==> config.mk <==
export PLATFORM = sky130hd
export DESIGN_NAME = mod_rev_cnt
export DESIGN_NICKNAME = d
export VERILOG_FILES = /design/src/rtl/mod_rev_cnt_pkg.sv /design/src/rtl/cnt_prescaler.sv /design/src/rtl/mod_rev_cnt.sv
export SDC_FILE = /design/constraint.sdc
export NUM_CORES = 1
export LEC_CHECK = 0
export CAP_MARGIN = 0
export CORE_MARGIN = 2
export CORE_UTILIZATION = 34
export DETAILED_ROUTE_END_ITERATION = 8
export MAX_ROUTING_LAYER = met4
export PLACE_DENSITY = 0.66
export SYNTH_ARGS = -nofsm -noshare
export SYNTH_HDL_FRONTEND = slang
export SYNTH_SLANG_ARGS = --single-unit
export TNS_END_PERCENT = 1
==> constraint.sdc <==
create_clock -name clk -period 2.87 [get_ports clk]
set_input_delay 0.574 -clock clk [delete_from_list [all_inputs] [get_ports clk]]
set_output_delay 0.574 -clock clk [all_outputs]
set_load 0.02 [all_outputs]
==> src/rtl/mod_rev_cnt_pkg.sv <==
// Shared encodings for the mod_rev_cnt reversible counter.
//   mode_e  : counting mode selected on the mode port (11 is reserved, counts as wrap)
//   state_e : one-shot controller states
package mod_rev_cnt_pkg;

    typedef enum logic [1:0] {
        MODE_WRAP    = 2'b00,
        MODE_SAT     = 2'b01,
        MODE_ONESHOT = 2'b10,
        MODE_RSVD    = 2'b11
    } mode_e;

    typedef enum logic [1:0] {
        ST_IDLE = 2'b00,
        ST_RUN  = 2'b01,
        ST_DONE = 2'b10
    } state_e;

endpackage

==> src/rtl/cnt_prescaler.sv <==
// Enable prescaler: emits tick on every (div+1)-th cycle with en=1.
// Ports:
//   clk  - clock, rising edge
//   R    - synchronous active-high reset
//   clr  - synchronous phase clear (load / start of the parent counter)
//   en   - advance enable
//   div  - divide ratio minus one
//   tick - combinational, high on the enabled cycle that completes a period
module cnt_prescaler #(
    parameter int unsigned PRE_W = 4
) (
    input  logic             clk,
    input  logic             R,
    input  logic             clr,
    input  logic             en,
    input  logic [PRE_W-1:0] div,
    output logic             tick
);

    logic [PRE_W-1:0] cnt;

    assign tick = en && (cnt == div);

    // Phase counter; restarts after every tick
    always_ff @(posedge clk) begin
        if (R || clr) begin
            cnt <= '0;
        end else if (en) begin
            cnt <= tick ? '0 : cnt + PRE_W'(1);
        end
    end

endmodule

==> src/rtl/mod_rev_cnt.sv <==
// Loadable reversible counter with inclusive limit, wrap/saturate/one-shot
// modes and a registered terminal-count pulse.
// Optional feature macro: MOD_REV_CNT_PRESCALE_EN (adds pre_div and prescaler).
// Ports:
//   clk, R       - clock and synchronous active-high reset
//   en, rev      - count enable, direction (1 = down)
//   load, D      - load clamp(D) into Q
//   start        - one-shot start (ONESHOT mode only)
//   mode         - 00 wrap, 01 sat, 10 one-shot, 11 wrap
//   lim          - inclusive upper bound
//   Q, tc, busy  - registered count, terminal pulse, one-shot running flag
//   at_lim       - combinational Q == lim
//   pre_div      - prescale ratio (macro builds only)
module mod_rev_cnt
    import mod_rev_cnt_pkg::*;
#(
    parameter int unsigned N     = 8,
    parameter int unsigned PRE_W = 4
) (
    input  logic             clk,
    input  logic             R,
    input  logic             en,
    input  logic             rev,
    input  logic             load,
    input  logic             start,
    input  logic [1:0]       mode,
    input  logic [N-1:0]     lim,
    input  logic [N-1:0]     D,
`ifdef MOD_REV_CNT_PRESCALE_EN
    input  logic [PRE_W-1:0] pre_div,
`endif
    output logic [N-1:0]     Q,
    output logic             tc,
    output logic             at_lim,
    output logic             busy
);

    if (PRE_W == 0) begin : g_bad_pre_w
        $error("mod_rev_cnt: PRE_W must be at least 1");
    end

    state_e       state;
    logic         ce;
    logic         oneshot;
    logic         start_acc;
    logic [N-1:0] clamp_d;
    logic [N-1:0] q_inc;
    logic [N-1:0] q_dec;
    logic [N-1:0] wrap_nxt;
    logic         wrap_tc;
    logic [N-1:0] step_nxt;
    logic         step_lands;
    logic         at_bound;

    assign oneshot   = (mode == MODE_ONESHOT);
    assign start_acc = oneshot && start && (state != ST_RUN);
    assign clamp_d   = (D > lim) ? lim : D;
    assign q_inc     = Q + N'(1);
    assign q_dec     = Q - N'(1);
    assign at_lim    = (Q == lim);

`ifdef MOD_REV_CNT_PRESCALE_EN
    logic pre_tick;

    cnt_prescaler #(
        .PRE_W (PRE_W)
    ) u_prescaler (
        .clk  (clk),
        .R    (R),
        .clr  (load || start_acc),
        .en   (en),
        .div  (pre_div),
        .tick (pre_tick)
    );

    assign ce = en && pre_tick;
`else
    assign ce = en;
`endif

    // Next values for one step in wrap mode and in the bounded modes.
    // Q above lim (limit lowered underneath it) is treated as past the boundary.
    always_comb begin
        wrap_nxt   = q_inc;
        wrap_tc    = 1'b0;
        step_nxt   = Q;
        step_lands = 1'b0;
        at_bound   = 1'b0;
        if (rev) begin
            wrap_tc    = (Q == '0);
            wrap_nxt   = wrap_tc ? lim : q_dec;
            at_bound   = (Q == '0);
            step_nxt   = at_bound ? Q : q_dec;
            step_lands = !at_bound && (q_dec == '0);
        end else begin
            wrap_tc    = (Q >= lim);
            wrap_nxt   = wrap_tc ? '0 : q_inc;
            at_bound   = (Q == lim);
            step_nxt   = (Q > lim) ? lim : (at_bound ? Q : q_inc);
            step_lands = !at_bound && ((Q > lim) || (q_inc == lim));
        end
    end

    // Count register, terminal pulse and one-shot controller
    always_ff @(posedge clk) begin
        if (R) begin
            Q     <= '0;
            tc    <= 1'b0;
            busy  <= 1'b0;
            state <= ST_IDLE;
        end else begin
            tc <= 1'b0;
            if (!oneshot) begin
                state <= ST_IDLE;
                busy  <= 1'b0;
            end
            if (start_acc) begin
                Q     <= clamp_d;
                state <= ST_RUN;
                busy  <= 1'b1;
            end else if (load) begin
                Q <= clamp_d;
            end else if (ce) begin
                case (mode)
                    MODE_SAT: begin
                        Q  <= step_nxt;
                        tc <= step_lands;
                    end
                    MODE_ONESHOT: begin
                        if (state == ST_RUN) begin
                            Q <= step_nxt;
                            if (step_lands || at_bound) begin
                                tc    <= 1'b1;
                                state <= ST_DONE;
                                busy  <= 1'b0;
                            end
                        end
                    end
                    default: begin
                        Q  <= wrap_nxt;
                        tc <= wrap_tc;
                    end
                endcase
            end
        end
    end

endmodule

### Word level (Yosys, flattened, before mapping)

Cells that the tools add are included.

* input bits: 24
* output and inout port bits: 11
* logic and storage cells: 65
* bits in registers: 12

* equality and inequality tests: 7
* add/subtract/negate cells: 2
* reductions and logical operators: 14
* magnitude comparators: 3
* mux-type cells: 33
* bitwise operators: 1

Operator list (count)
* 8-bit two-way mux: 12
* 8-bit == test: 2
* 8-bit > comparator: 2
* 8-bit zero test: 2
* 8-bit one-hot mux with 2 select lines: 1
* 1-bit two-way mux: 13
* 2-bit two-way mux: 6
* 8-bit by 1-bit adder with 8-bit output, second input constant: 1
* 8-bit >= comparator: 1
* 8-bit by 1-bit subtractor with 8-bit output, second input constant: 1
* 2-bit by 1-bit == test with 1-bit output, second input constant: 2
* 1-bit logical AND: 4
* 4-bit by 2-bit inequality test with 1-bit output, second input constant: 1
* 4-bit OR reduction: 1
* 3-bit nonzero test: 1
* 2-bit == test, second input constant: 1
* 1-bit zero test: 2
* 1-bit logical OR: 2
* 2-bit by 1-bit inequality test with 1-bit output, second input constant: 1
* 1-bit one-hot mux with 2 select lines: 1
* 2-bit AND reduction: 1
* 2-bit OR reduction: 1
* 1-bit inverter: 1

### Longest topological paths before layout

Gate-level depths: netlist of run 1.

* depth in word-level cells: 12
* mapped depth: 11
* mapped depth without buffers: 9

### Worst setup path before layout of run 1

Ideal clock, no wire load.

* kind: register -> register
* from: register Q[0]
* to: register Q[4]
* cell stages (with the launch flop): 11
* clock period less this slack: 2.733 ns
* path buffers: 2
* data required time: 2.811 ns
* data arrival time: 2.675 ns
* setup time: 0.059 ns
* slack: 0.137 ns
* cells stage by stage: dfxtp_1 > buf_2 > inv_1 > ha_1 > nand4_1 > nor2_1 > o21bai_1 > buf_1 > mux2_2 > o21ai_0 > o211a_1

* word-level cells in the longest chain between the ends: 9
* elaborated cells on any way between the ends: 18
* classes of those cells: add/sub: 2; order compare: 2; eq/ne: 1; mux: 12; reduce/logical: 1

RTL lines
* start: declaration: line mod_rev_cnt.sv:32 `output logic [N-1:0] Q,`
* start signal: assignment: line mod_rev_cnt.sv:118 `Q <= clamp_d;`
* start signal: assignment: line mod_rev_cnt.sv:122 `Q <= clamp_d;`
* start signal: assignment: line mod_rev_cnt.sv:126 `Q <= step_nxt;`
* 8-bit == test (*)
* via at_lim: line mod_rev_cnt.sv:34 `output logic at_lim,`
* 8-bit two-way mux (*) (2 in series): line mod_rev_cnt.sv:99 `step_nxt = (Q > lim) ? lim : (at_bound ? Q : q_inc);`
* 8-bit two-way mux (*): line mod_rev_cnt.sv:89 `if (rev) begin`
* 8-bit two-way mux: line mod_rev_cnt.sv:130 `if (state == ST_RUN) begin`
* 8-bit one-hot mux with 2 select lines (*): line mod_rev_cnt.sv:124 `case (mode)`
* 8-bit two-way mux (*): line mod_rev_cnt.sv:123 `end else if (ce) begin`
* 8-bit two-way mux (*): line mod_rev_cnt.sv:121 `end else if (load) begin`
* 8-bit two-way mux (*): line mod_rev_cnt.sv:117 `if (start_acc) begin`

Mark *: on every way through the listed nets, which the timed path passes. The rest lies on a longest branch. The select of a mux whose other input is x is not followed.
A chain may end at the register's enable or synchronous reset.

### Worst setup path in the final report of run 1

* from: input port lim[3]
* to: register Q[1]

* word-level cells in the longest chain between the ends: 9
* elaborated cells on any way between the ends: 15
* classes of those cells: order compare: 3; eq/ne: 1; mux: 11

RTL lines
* start: declaration: line mod_rev_cnt.sv:27 `input logic [N-1:0] lim,`
* branches (longest 8 deep; another with 8-bit > comparator)
* 8-bit two-way mux (*): line mod_rev_cnt.sv:117

Every way passes the cells marked *. The select of a mux whose other input is x is not followed.

==> results of run 1 <==
## final cells by class
cell class	count	area [µm²]	share of cell area (%)
Multi-Input combinational cell	238	1740	60.2
Timing Repair Buffer	82	701	24.3
Sequential cell	12	240	8.32
Tap cell	75	93.8	3.25
Inverter	16	60.1	2.08
Clock buffer	4	55.1	1.91
## worst reg2reg max path, delay by kind of cell (launching register included)
family	cells	cell delay [ns]
AND/OR/NAND/NOR	3	0.68
AO/OA/AOI/OAI	4	0.76
adder cells (fa/ha/maj)	1	0.31
buffers and inverters	1	0.13
flip-flops	1	0.54
## how the worst min path moves through the flow
stage / start / to / slack (ns)
2_1_floorplan: state[1]$_SDFF_PP0_ / state[1]$_SDFF_PP0_ / 0.46
3_3_place_gp: state[1]$_SDFF_PP0_ / state[1]$_SDFF_PP0_ / 0.48
3_5_place_dp: state[1]$_SDFF_PP0_ / state[1]$_SDFF_PP0_ / 0.48
4_1_cts: state[1]$_SDFF_PP0_ / state[1]$_SDFF_PP0_ / 0.50
5_1_grt: state[1]$_SDFF_PP0_ / state[1]$_SDFF_PP0_ / 0.54
6_report: busy$_SDFF_PP0_ / busy$_SDFF_PP0_ / 0.50
## cells by family (layout without fill, tap and decap cells)
group | Yosys count | count (layout) | share of synthesized area [%]
AOI/OAI and AO/OA | 94 | 94 | 30.9
xor gates and xnor gates | 18 | 18 | 8.13
adders and majority gates | 22 | 22 | 13.1
buffers and inverters | 36 | 102 | 7.24
DFF | 12 | 12 | 11.4
muxes | 12 | 12 | 5.76
and+or+nand+nor | 92 | 92 | 23.6
## sequential cells by signal, summed over array words and instances (netlist names)
signal	count
busy	1
Q	8
tc	1
state	2
## repair_timing
action | in CTS | in global routing
cloned | 0 | 0
pin swaps | 0 | 1
endpoints found under the setup margin | 1 | 5
resized for setup | 1 | 8
## power breakdown
part | switching [W] | internal [W] | leakage [nW] | total [W]
Sequential | 0.0000168 | 0.000182 | 0.0991 | 0.000198
Clock | 0.0000901 | 0.000122 | 0.0288 | 0.000212
Combinational | 0.000344 | 0.000301 | 1.12 | 0.000644
## cell usage after synthesis (5+ instances only)
| cell | number | area [µm²] |
|---|---|---|
| a21oi_1 | 25 | 125 |
| nand2_1 | 23 | 86.3 |
| ha_1 | 22 | 275 |
| o21ai_0 | 20 | 100 |
| inv_1 | 16 | 60.1 |
| nor2_1 | 13 | 48.8 |
| dfxtp_1 | 12 | 240 |
| mux2i_1 | 11 | 110 |
| clkbuf_1 | 10 | 37.5 |
| nand3_1 | 10 | 50.1 |
| nor3_1 | 9 | 45.0 |
| xnor2_1 | 9 | 78.8 |
| buf_2 | 8 | 40.0 |
| o211ai_1 | 8 | 60.1 |
| xor2_1 | 8 | 70.1 |
| a31oi_1 | 6 | 37.5 |
| nor2b_1 | 5 | 31.3 |
## cells in the final DEF (no fill, tap or decap), drive strengths merged, types with 11 or more instances in the layout
| cell | instances |
|---|---|
| clkdlybuf4s50 | 33 |
| nor2 | 13 |
| buf | 48 |
| o21ai | 20 |
| ha | 22 |
| mux2i | 11 |
| dfxtp | 12 |
| inv | 16 |
| nand2 | 23 |
| a21oi | 28 |
## metal layers
layer  share of wire (%)  GRT usage, %  up-vias
met5                   0             -        -
met2                  45          36.2      113
met3                 8.8          2.17        7
li1                    -             -     1203
met1                  45          29.8     1128
met4                 1.2          5.41        0
## stage by stage
step,power (W),setup WS [ns],std cells,setup TNS [ns]
after floorplan,0.000590,0.137,286,0
after global placement,0.000824,-0.180,423,-1.70
after detailed placement,0.000824,-0.210,423,-1.48
after CTS,0.00104,0.0571,427,0
after global routing,0.00112,-0.0456,427,-0.0542
final,0.00105,0.0550,427,0
==> metrics.yaml, run 1 <==
timing:
  hold_viol: 0
  holdWs_ns: 0.496
  fin_crit_sh_pct: 98.1
  clock.fmax_mhz: 355
  rsz0062_at_grt: "yes"
  setup_viol_count_final: 0
  max_slew_margin_pct: 60.8
  worstMarginPinSlew_ns: 0.582
  timing.final.crit_period_ns: 2.82
  clock_skew_ns: 0.0136
  slew_violations: 0
floorplan:
  ios: 35
  chipHeight_um: 82.7
  core_area_um2: 5960
  floorplan.die_area_um2: 6850
  initial_core_util_pct: 35.4
  rows: 28
  die_w_um: 82.7
power:
  max-vdd-ir-drop_v: 0.000196
  powerDensity_nw_per_um2: 365
  p_leak_nw: 1.25
routing:
  wl_per_cell_um: 16.3
  ant_nets: 0
  vias: 2451
  drt_wl_total_um: 6970
  remaining_drc_errors: 0
  drtIter0Drc: 264
  avgViaCountPerCell: 5.74
  first_pass_iters: 5
cells_and_area:
  nets: 399
  final_util_pct: 48.5
  num_antenna_cells: 0
  fill_cells: 606
  drive_gt1_share_pct: 20.2
  finalInstanceArea_um2: 2890
  area_growth_pct: 36.9
place:
  placed_cell_area_um2: 2810
  portBuffers: 34
  dp_hpwl_um: 5340
  place.gp.congestion: 1.01
clocking:
  tritoncts: "yes"
  cts_hold_buf: 0
  postCtsSetupBuffers: 0
  cts.clk_slew.worst_paths_ns: 0.06
  clkSinkCount: 12
  clk-insertion-delay-late_ns: 0.26
  h-tree-depth: 1
  cts_buffers: 3
  cts_root_buf: "clkbuf_8"
  cts_buffer_depth: 2
logic_synthesis:
  syn-num-nets: 332
  seq_area_frac_synth_pct: 11.4
  yosysWarnings: 0
  synth_area_um2: 2110
  ys_ff_latch: 12
  synthArstFlopShare_pct: 0
  synth_cell_types: 55
  synthFlopType: "dfxtp_1"
  synth_edf_count: 0
  avgSynthCellArea_um2: 7.37
  syn_inst: 286
worst_hold_path:
  hold_depth: 2
  hp-class: "reg -> reg"
setup_path:
  crit_arrival_ns: 2.99
  crit_path_start: "lim[3]"
  critPathLaunchType: "input port"
  cp_cell_sequence: "clkdlybuf4s50_1 -> inv_1 -> ha_1 -> nand4_1 -> buf_4 -> nor3_1 -> a21oi_2 -> o211ai_4 -> or3_1 -> a31o_2 -> o21ai_0"
  cp.depth: 11
  worstPathMaxFanout: 5
  slowest_stage: "clkdlybuf4s50_1"
  endpoint_kind: "flop"
  cpPeakStageDelay_ns: 0.48
  rr_endpoint: "Q[1]$_SDFFE_PP0P_"
  rr_startpoint: "Q[2]$_SDFFE_PP0P_"
  worstPathRequired_ns: 3.04
  cp-endpoint: "Q[1]$_SDFFE_PP0P_"
  worst-path-buf-inv: 3
  worstSetupPathType: "in -> reg"
  r2r_slack_ns: 0.36
  crit_family: "compound AO/OA/AOI/OAI gates"
  ff2ff_path_depth: 9
run:
  drv_cap: 0
global_routing:
  track_usage_pct: 22.3
  grt_max_degree: 22
  overflow: 0
  grt_pass1_wl_um: 11300
  grt_pass1_vias: 2351
  grt_antenna_before_repair: 0
run_status:
  status: "completed"
No activity file was read; power rests on OpenSTA's default activity.
==> run 2, diff against run 1 <==
Settings changed: ABC_AREA set to 1.
Clock period 2.87 ns to 3.25 ns, I/O delays scaled along.
==> run 2 against run 1 <==
Against the previous run:
- clock skew is 0.0072 ns lower
- clock power is 21% lower
- flip-flop and latch count unchanged
- combinational power down 14%
- register-to-register slack better by 0.44 ns
- via count increased by 1.3%
- core utilization shrank 3.0 points
- setup slack improved by 0.31 ns
- sequential share of layout area increased by 0.70 points
- routed wire length shrank 2.9%
- largest cell class unchanged
==> metrics.yaml, run 2 <==
setup_path:
  cpPeakStageDelay_ns: 0.49  # about the same
  endpoint_kind: "flop"
  critPathLaunchType: "input port"
  crit_path_start: "lim[5]"
  r2r_slack_ns: 0.80  # +0.44 ns
  cp_cell_sequence: "clkdlybuf4s50_1 -> inv_1 -> ha_1 -> a21oi_1 -> nor2_1 -> nor3_1 -> nand2_1 -> nand2_1 -> nand2_1 -> inv_1 -> buf_4 -> nand2_1 -> o2111ai_1 -> nand3_1 -> a21oi_1"
  worstPathMaxFanout: 4  # -1
  worstPathRequired_ns: 3.43  # +0.39 ns
  worstSetupPathType: "in -> reg"
  rr_startpoint: "Q[6]$_SDFFE_PP0P_"
  crit_arrival_ns: 3.07  # +0.08 ns
  slowest_stage: "clkdlybuf4s50_1"
  crit_family: "simple AND/OR/NAND/NOR gates"
  cpMostUsedCell: "nand2_1"
  worst-path-buf-inv: 4  # +1
routing:
  wl_per_cell_um: 14.2  # -13%
  first_pass_iters: 5  # unchanged
  remaining_drc_errors: 0  # unchanged
  avgViaCountPerCell: 5.20  # -9.3%
  vias: 2482  # +1.3%
  drtIter0Drc: 197  # -25%
  drt_wl_total_um: 6770  # -2.9%
  ant_nets: 0  # unchanged
logic_synthesis:
  ys_ff_latch: 12  # unchanged
  synth_area_leaders: "nand2_1 17%, ha_1 14%, dfxtp_1 12%"
  synthFlopType: "dfxtp_1"
  avgSynthCellArea_um2: 5.85  # -21%
  synth_common_cells: "90 x nand2_1, 48 x nand3_1, 38 x inv_1, 31 x a21oi_1, 25 x o21ai_0"
  synth_area_um2: 2020  # -4.0%
  yosysMostFrequentCell: "nand2_1"
  synthArstFlopShare_pct: 0  # unchanged
  syn-num-nets: 392  # +18%
  synth_top_area_share_pct: 16.7  # +3.6 points
  synth_cell_types: 33  # -40%
  synth_edf_count: 0  # unchanged
  post-synth-top-area-cell: "nand2_1"
  yosysWarnings: 0  # unchanged
  syn_inst: 346  # +21%
  seq_area_frac_synth_pct: 11.9  # +0.47 points
floorplan:
  ios: 35  # unchanged
  rows: 28  # unchanged
  floorplan.die_area_um2: 6590  # -3.8%
  initial_core_util_pct: 34.6  # -0.80 points
  chipHeight_um: 81.2  # -1.9%
  die_w_um: 81.2  # -1.9%
  core_area_um2: 5850  # -1.8%
cells_and_area:
  top_register: "Q"
  num_antenna_cells: 0  # unchanged
  final_cell_mix: "90 x nand2_1, 48 x nand3_1, 38 x inv_1"
  largest_reg_flops: 8  # unchanged
  area_growth_pct: 31.5
  regArea_um2: 240  # unchanged
  nets: 449  # +13%
  drive_gt1_share_pct: 13.7  # -6.5 points
  reg_top3: "Q (8), state (2)"
  final_common_cell: "nand2_1"
  multi_input_area_um2: 1560  # -9.9%
  fill_cells: 621  # +2.5%
worst_hold_path:
  hold_start: "state[1]$_SDFF_PP0_"
  hp-class: "reg -> reg"
place:
  portBuffers: 34  # unchanged
  dp_hpwl_um: 5490  # +2.7%
  place.gp.congestion: 1.04  # +2.6%
clocking:
  clkSinkCount: 12  # unchanged
  cts_root_buf: "clkbuf_8"
  tritoncts: "yes"
  cts_buffer_depth: 2  # unchanged
  cts_buffers: 3  # unchanged
  clk-insertion-delay-late_ns: 0.25  # about the same
  cts.clk_slew.worst_paths_ns: 0.06  # about the same
  h-tree-depth: 1  # unchanged
global_routing:
  grt_max_degree: 17  # -23%
  grt_pass1_vias: 2252  # -4.2%
  track_usage_pct: 22.1  # -0.19 points
  grt_antenna_before_repair: 0  # unchanged
  overflow: 0  # unchanged
  grt_pass1_wl_um: 11100  # -2.0%
timing:
  fin_crit_sh_pct: 88.9
  slew_violations: 0  # unchanged
  clock.fmax_mhz: 346
  tns_ns: 0  # unchanged
  hold_viol: 0  # unchanged
  holdWs_ns: 0.458  # -0.0374 ns
  rsz0062_at_grt: "no"
  clock_skew_ns: 0.00638  # -0.00722 ns
  setup_viol_count_final: 0  # unchanged
  worstMarginPinSlew_ns: 0.430  # -0.152 ns
  timing.final.crit_period_ns: 2.89
  max_slew_margin_pct: 71.3  # +11 points
run:
  drv_cap: 0  # unchanged
power:
  powerDensity_nw_per_um2: 341  # -6.7%
  p_leak_nw: 1.29  # +3.3%
  max-vdd-ir-drop_v: 0.000145  # -26%
run_status:
  status: "completed"
[run 2: timing repair]
action / 4_1_cts / 5_1_grt
setup buffers: 0 / 0
setup endpoints to repair: 1 / 1
hold buffers: 0 / 0
gates resized for setup: 1 / 1
[run 2: worst reg2reg max path, stage by stage (launching register included)]
cell and delay, ns:
dfxtp_1 0.55, ha_1 0.30, nand2_1 0.10, nor2_1 0.05
nor3_1 0.30, nand2_1 0.15, nand2_1 0.19, nand2_1 0.10
inv_1 0.09, buf_4 0.11, nand2_1 0.04, o2111ai_1 0.06
nand3_1 0.17, a21oi_1 0.17
[run 2: worst paths after layout]
kind                    endpoint  depth (start not counted)
max            Q[2]$_SDFFE_PP0P_                         15
min          state[1]$_SDFF_PP0_                          2
min reg2reg  state[1]$_SDFF_PP0_                          2
max reg2reg    Q[2]$_SDFFE_PP0P_                         13
[run 2: logic make-up after synthesis]
| group | count (synthesis) | share of synthesized area, % |
|---|---|---|
| XOR/XNOR | 2 | 0.865 |
| AND/OR/NAND/NOR | 185 | 42.7 |
| AO/OA/AOI/OAI | 73 | 20.0 |
| adder cells (fa/ha/maj) | 22 | 13.6 |
| buffers and inverters | 52 | 11.0 |
| flip-flops | 12 | 11.9 |
[run 2: per-stage QoR]
step	utilization [%]	cells	instance area, µm²	total power [W]	worst slack [ns]
floorplan	-	346	2020	0.000543	1.07
global placement	44.5	473	2600	0.000737	0.0156
detailed placement	44.5	473	2600	0.000734	-0.0301
CTS	45.5	477	2660	0.000905	0.0413
global route	45.5	477	2660	0.000981	0.108
finish	45.5	477	2660	0.000908	0.360
[run 2: area by class of cell]
type | count | area share, %
Multi-Input combinational cell | 282 | 58.7
Tap cell | 75 | 3.52
Clock buffer | 4 | 2.07
Sequential cell | 12 | 9.02
Timing Repair Buffer | 59 | 19.9
Inverter | 45 | 6.72
[run 2: power breakdown]
group / total [W] / switching, W / leakage (nW) / internal [W]
Clock: 0.000167 / 0.0000595 / 0.0288 / 0.000107
Combinational: 0.000554 / 0.000334 / 1.16 / 0.000220
Sequential: 0.000187 / 0.0000254 / 0.0989 / 0.000162
Total: 0.000908 / 0.000418 / 1.29 / 0.000490
[run 2: routing by layer]
layer	track usage (%)	up-vias	part of all wire, %	wire [µm]
met5	-	-	0	0
met4	7.46	0	2.6	178
met3	3.67	14	6.5	442
met2	34.3	86	45	3040
met1	29.0	1101	46	3110
li1	-	1281	-	-
==> run 3, diff against run 2 <==
Settings changed: DONT_BUFFER_PORTS set to 1, PLACE_DENSITY 0.66 to 0.59.
==> run 3 against run 2 <==
Against the previous run:
- critical path depth fell by 3
- final area fell by 18%
- count of clock-buffer cells in the layout did not move
- setup slack improved by 0.22 ns
- power fell by 8.9%
- clock skew fell by 0.0051 ns
- hold slack got worse by 0.0045 ns
- highest routed layer unchanged
==> metrics.yaml, run 3 (synthesis gave the netlist of run 2 again) <==
cells_and_area:
  regArea_um2: 240  # unchanged
  fill_cells: 663  # +6.8%
  num_antenna_cells: 0  # unchanged
  drive_gt1_share_pct: 10.0  # -3.7 points
  final_util_pct: 37.2  # -8.3 points
  area_growth_pct: 7.42
  multi_input_area_um2: 1560  # -0.16%
  top_register: "Q"
  largest_reg_flops: 8  # unchanged
  final_common_cell: "nand2_1"
  final_cell_mix: "90 x nand2_1, 48 x nand3_1, 38 x inv_1"
  nets: 396  # -12%
  reg_top3: "Q (8), state (2)"
timing:
  clock.fmax_mhz: 375  # +8.2%
  tns_ns: 0  # unchanged
  setup_viol_count_final: 0  # unchanged
  worst_slack_ns: 0.580  # +0.220 ns
  holdWs_ns: 0.454  # -0.00451 ns
  rsz0062_at_grt: "no"
  clock_skew_ns: 0.00132  # -0.00506 ns
  max_slew_margin_pct: 54.3  # -17 points
  slew_violations: 0  # unchanged
  worstMarginPinSlew_ns: 0.685  # +0.255 ns
  hold_viol: 0  # unchanged
  timing.final.crit_period_ns: 2.67  # -0.220 ns
  fin_crit_sh_pct: 82.1  # -6.8 points
clocking:
  clkSinkCount: 12  # unchanged
  cts_root_buf: "clkbuf_8"
  cts.clk_slew.worst_paths_ns: 0.06  # about the same
  tritoncts: "yes"
  postCtsSetupBuffers: 0  # unchanged
  h-tree-depth: 1  # unchanged
  cts_buffer_depth: 2  # unchanged
  cts_buffers: 3  # unchanged
  cts_hold_buf: 0  # unchanged
  ctsResizeCount: 0  # -1
  clk-insertion-delay-late_ns: 0.25  # about the same
floorplan:
  floorplan.die_area_um2: 6590  # unchanged
  chipHeight_um: 81.2  # unchanged
  initial_core_util_pct: 34.6  # unchanged
  ios: 35  # unchanged
  core_area_um2: 5850  # unchanged
  die_w_um: 81.2  # unchanged
  rows: 28  # unchanged
global_routing:
  overflow: 0  # unchanged
  use_met2_pct: 32.7  # -1.6 points
  grt.busiest_layer: "met2"
  grt_antenna_before_repair: 0  # unchanged
  track_usage_pct: 21.8  # -0.31 points
  grt_use_met3_pct: 3.11  # -0.56 points
  grt_pass1_vias: 2127  # -5.6%
  grt_pass1_wl_um: 10700  # -3.1%
  met1_usage_pct: 29.8  # +0.73 points
  grt_max_degree: 17  # unchanged
routing:
  remaining_drc_errors: 0  # unchanged
  ant_nets: 0  # unchanged
  drtIter0Drc: 176  # -11%
  wl_per_cell_um: 15.7  # +10%
  avgViaCountPerCell: 5.51  # +6.0%
  drt_wl_total_um: 6650  # -1.8%
  vias: 2338  # -5.8%
  first_pass_iters: 5  # unchanged
setup_path:
  worstPathRequired_ns: 3.43  # about the same
  worstSetupPathType: "reg -> reg"
  endpoint_kind: "flop"
  worstPathMaxFanout: 11  # +7
  critPathLaunchType: "flop"
  crit_arrival_ns: 2.85  # -0.22 ns
power:
  p_switching_w: 0.000403  # -3.7%
  power_frac_seq_pct: 22.8  # +2.2 points
  p_leak_nw: 1.05  # -18%
  powerDensity_nw_per_um2: 381  # +12%
  p_clk_share_pct: 20.7  # +2.3 points
  max-vdd-ir-drop_v: 0.000246  # +69%
  combPwrFrac_pct: 56.5  # -4.5 points
  p_int_w: 0.000424  # -13%
  netSwitchingFraction_pct: 48.7  # +2.6 points
place:
  portBuffers: 0  # -100%
  place.gp.congestion: 0.912  # -12%
  dp_hpwl_um: 5420  # -1.2%
  place_ws_ns: 0.521  # +0.551 ns
worst_hold_path:
  hp-class: "reg -> reg"
run_status:
  status: "completed"
run:
  drv_cap: 0  # unchanged
[run 3: cell types whose count changed in the layout (fill, tap and decap cells not counted)]
cell	before	now
clkdlybuf4s50_1	33	0
nor2_2	3	2
dlymetal6s2s_1	1	0
nor2_1	20	21
buf_4	25	6
[run 3: path summary, 6_finish.rpt]
kind	from	end	slack [ns]	depth (start not counted)
setup / recovery	Q[3]$_SDFFE_PP0P_	Q[3]$_SDFFE_PP0P_	0.58	12
hold / removal	state[1]$_SDFF_PP0_	state[1]$_SDFF_PP0_	0.45	2
setup reg to reg	Q[3]$_SDFFE_PP0P_	Q[3]$_SDFFE_PP0P_	0.58	12
hold reg to reg	state[1]$_SDFF_PP0_	state[1]$_SDFF_PP0_	0.45	2
[run 3: power groups by stage]
| stage | clock (W) | combinational (W) | sequential [W] |
|---|---|---|---|
| after floorplan | 0 | 0.000339 | 0.000204 |
| after global placement | 0 | 0.000464 | 0.000192 |
| after detailed placement | 0 | 0.000460 | 0.000192 |
| after CTS | 0.000173 | 0.000462 | 0.000189 |
| after global routing | 0.000177 | 0.000529 | 0.000192 |
| final | 0.000171 | 0.000467 | 0.000189 |
[run 3: cell type report]
| type | instances | area share [%] |
|---|---|---|
| clock buffer | 4 | 2.53 |
| inverter | 45 | 8.23 |
| multi-input combinational | 282 | 71.8 |
| sequential | 12 | 11.0 |
| tap | 75 | 4.32 |
| timing repair buffer | 6 | 2.07 |
[run 3: layer usage]
metal | up-vias | wire (µm)
li1 | 1179 | -
met1 | 1046 | 3080
met2 | 101 | 2890
met3 | 12 | 516
met4 | 0 | 164
met5 | - | 0
[run 3: worst max-delay path, cell delays in order, from the launching register on]
cell	delay [ns]
dfxtp_1	0.76
ha_1	0.36
nand2_1	0.09
nor2_1	0.04
nand3_1	0.13
inv_1	0.17
nor2_1	0.48
nand2_1	0.09
nand3_1	0.10
nand2_1	0.06
o211ai_1	0.12
nand2_1	0.08
a21oi_1	0.12
[run 3: metrics by stage]
stage / total power [W] / cell area [µm²] / cells
floorplan: 0.000543 / 2020 / 346
global placement: 0.000656 / 2120 / 420
detailed placement: 0.000652 / 2120 / 420
CTS: 0.000824 / 2170 / 424
global route: 0.000897 / 2170 / 424
finish: 0.000827 / 2170 / 424
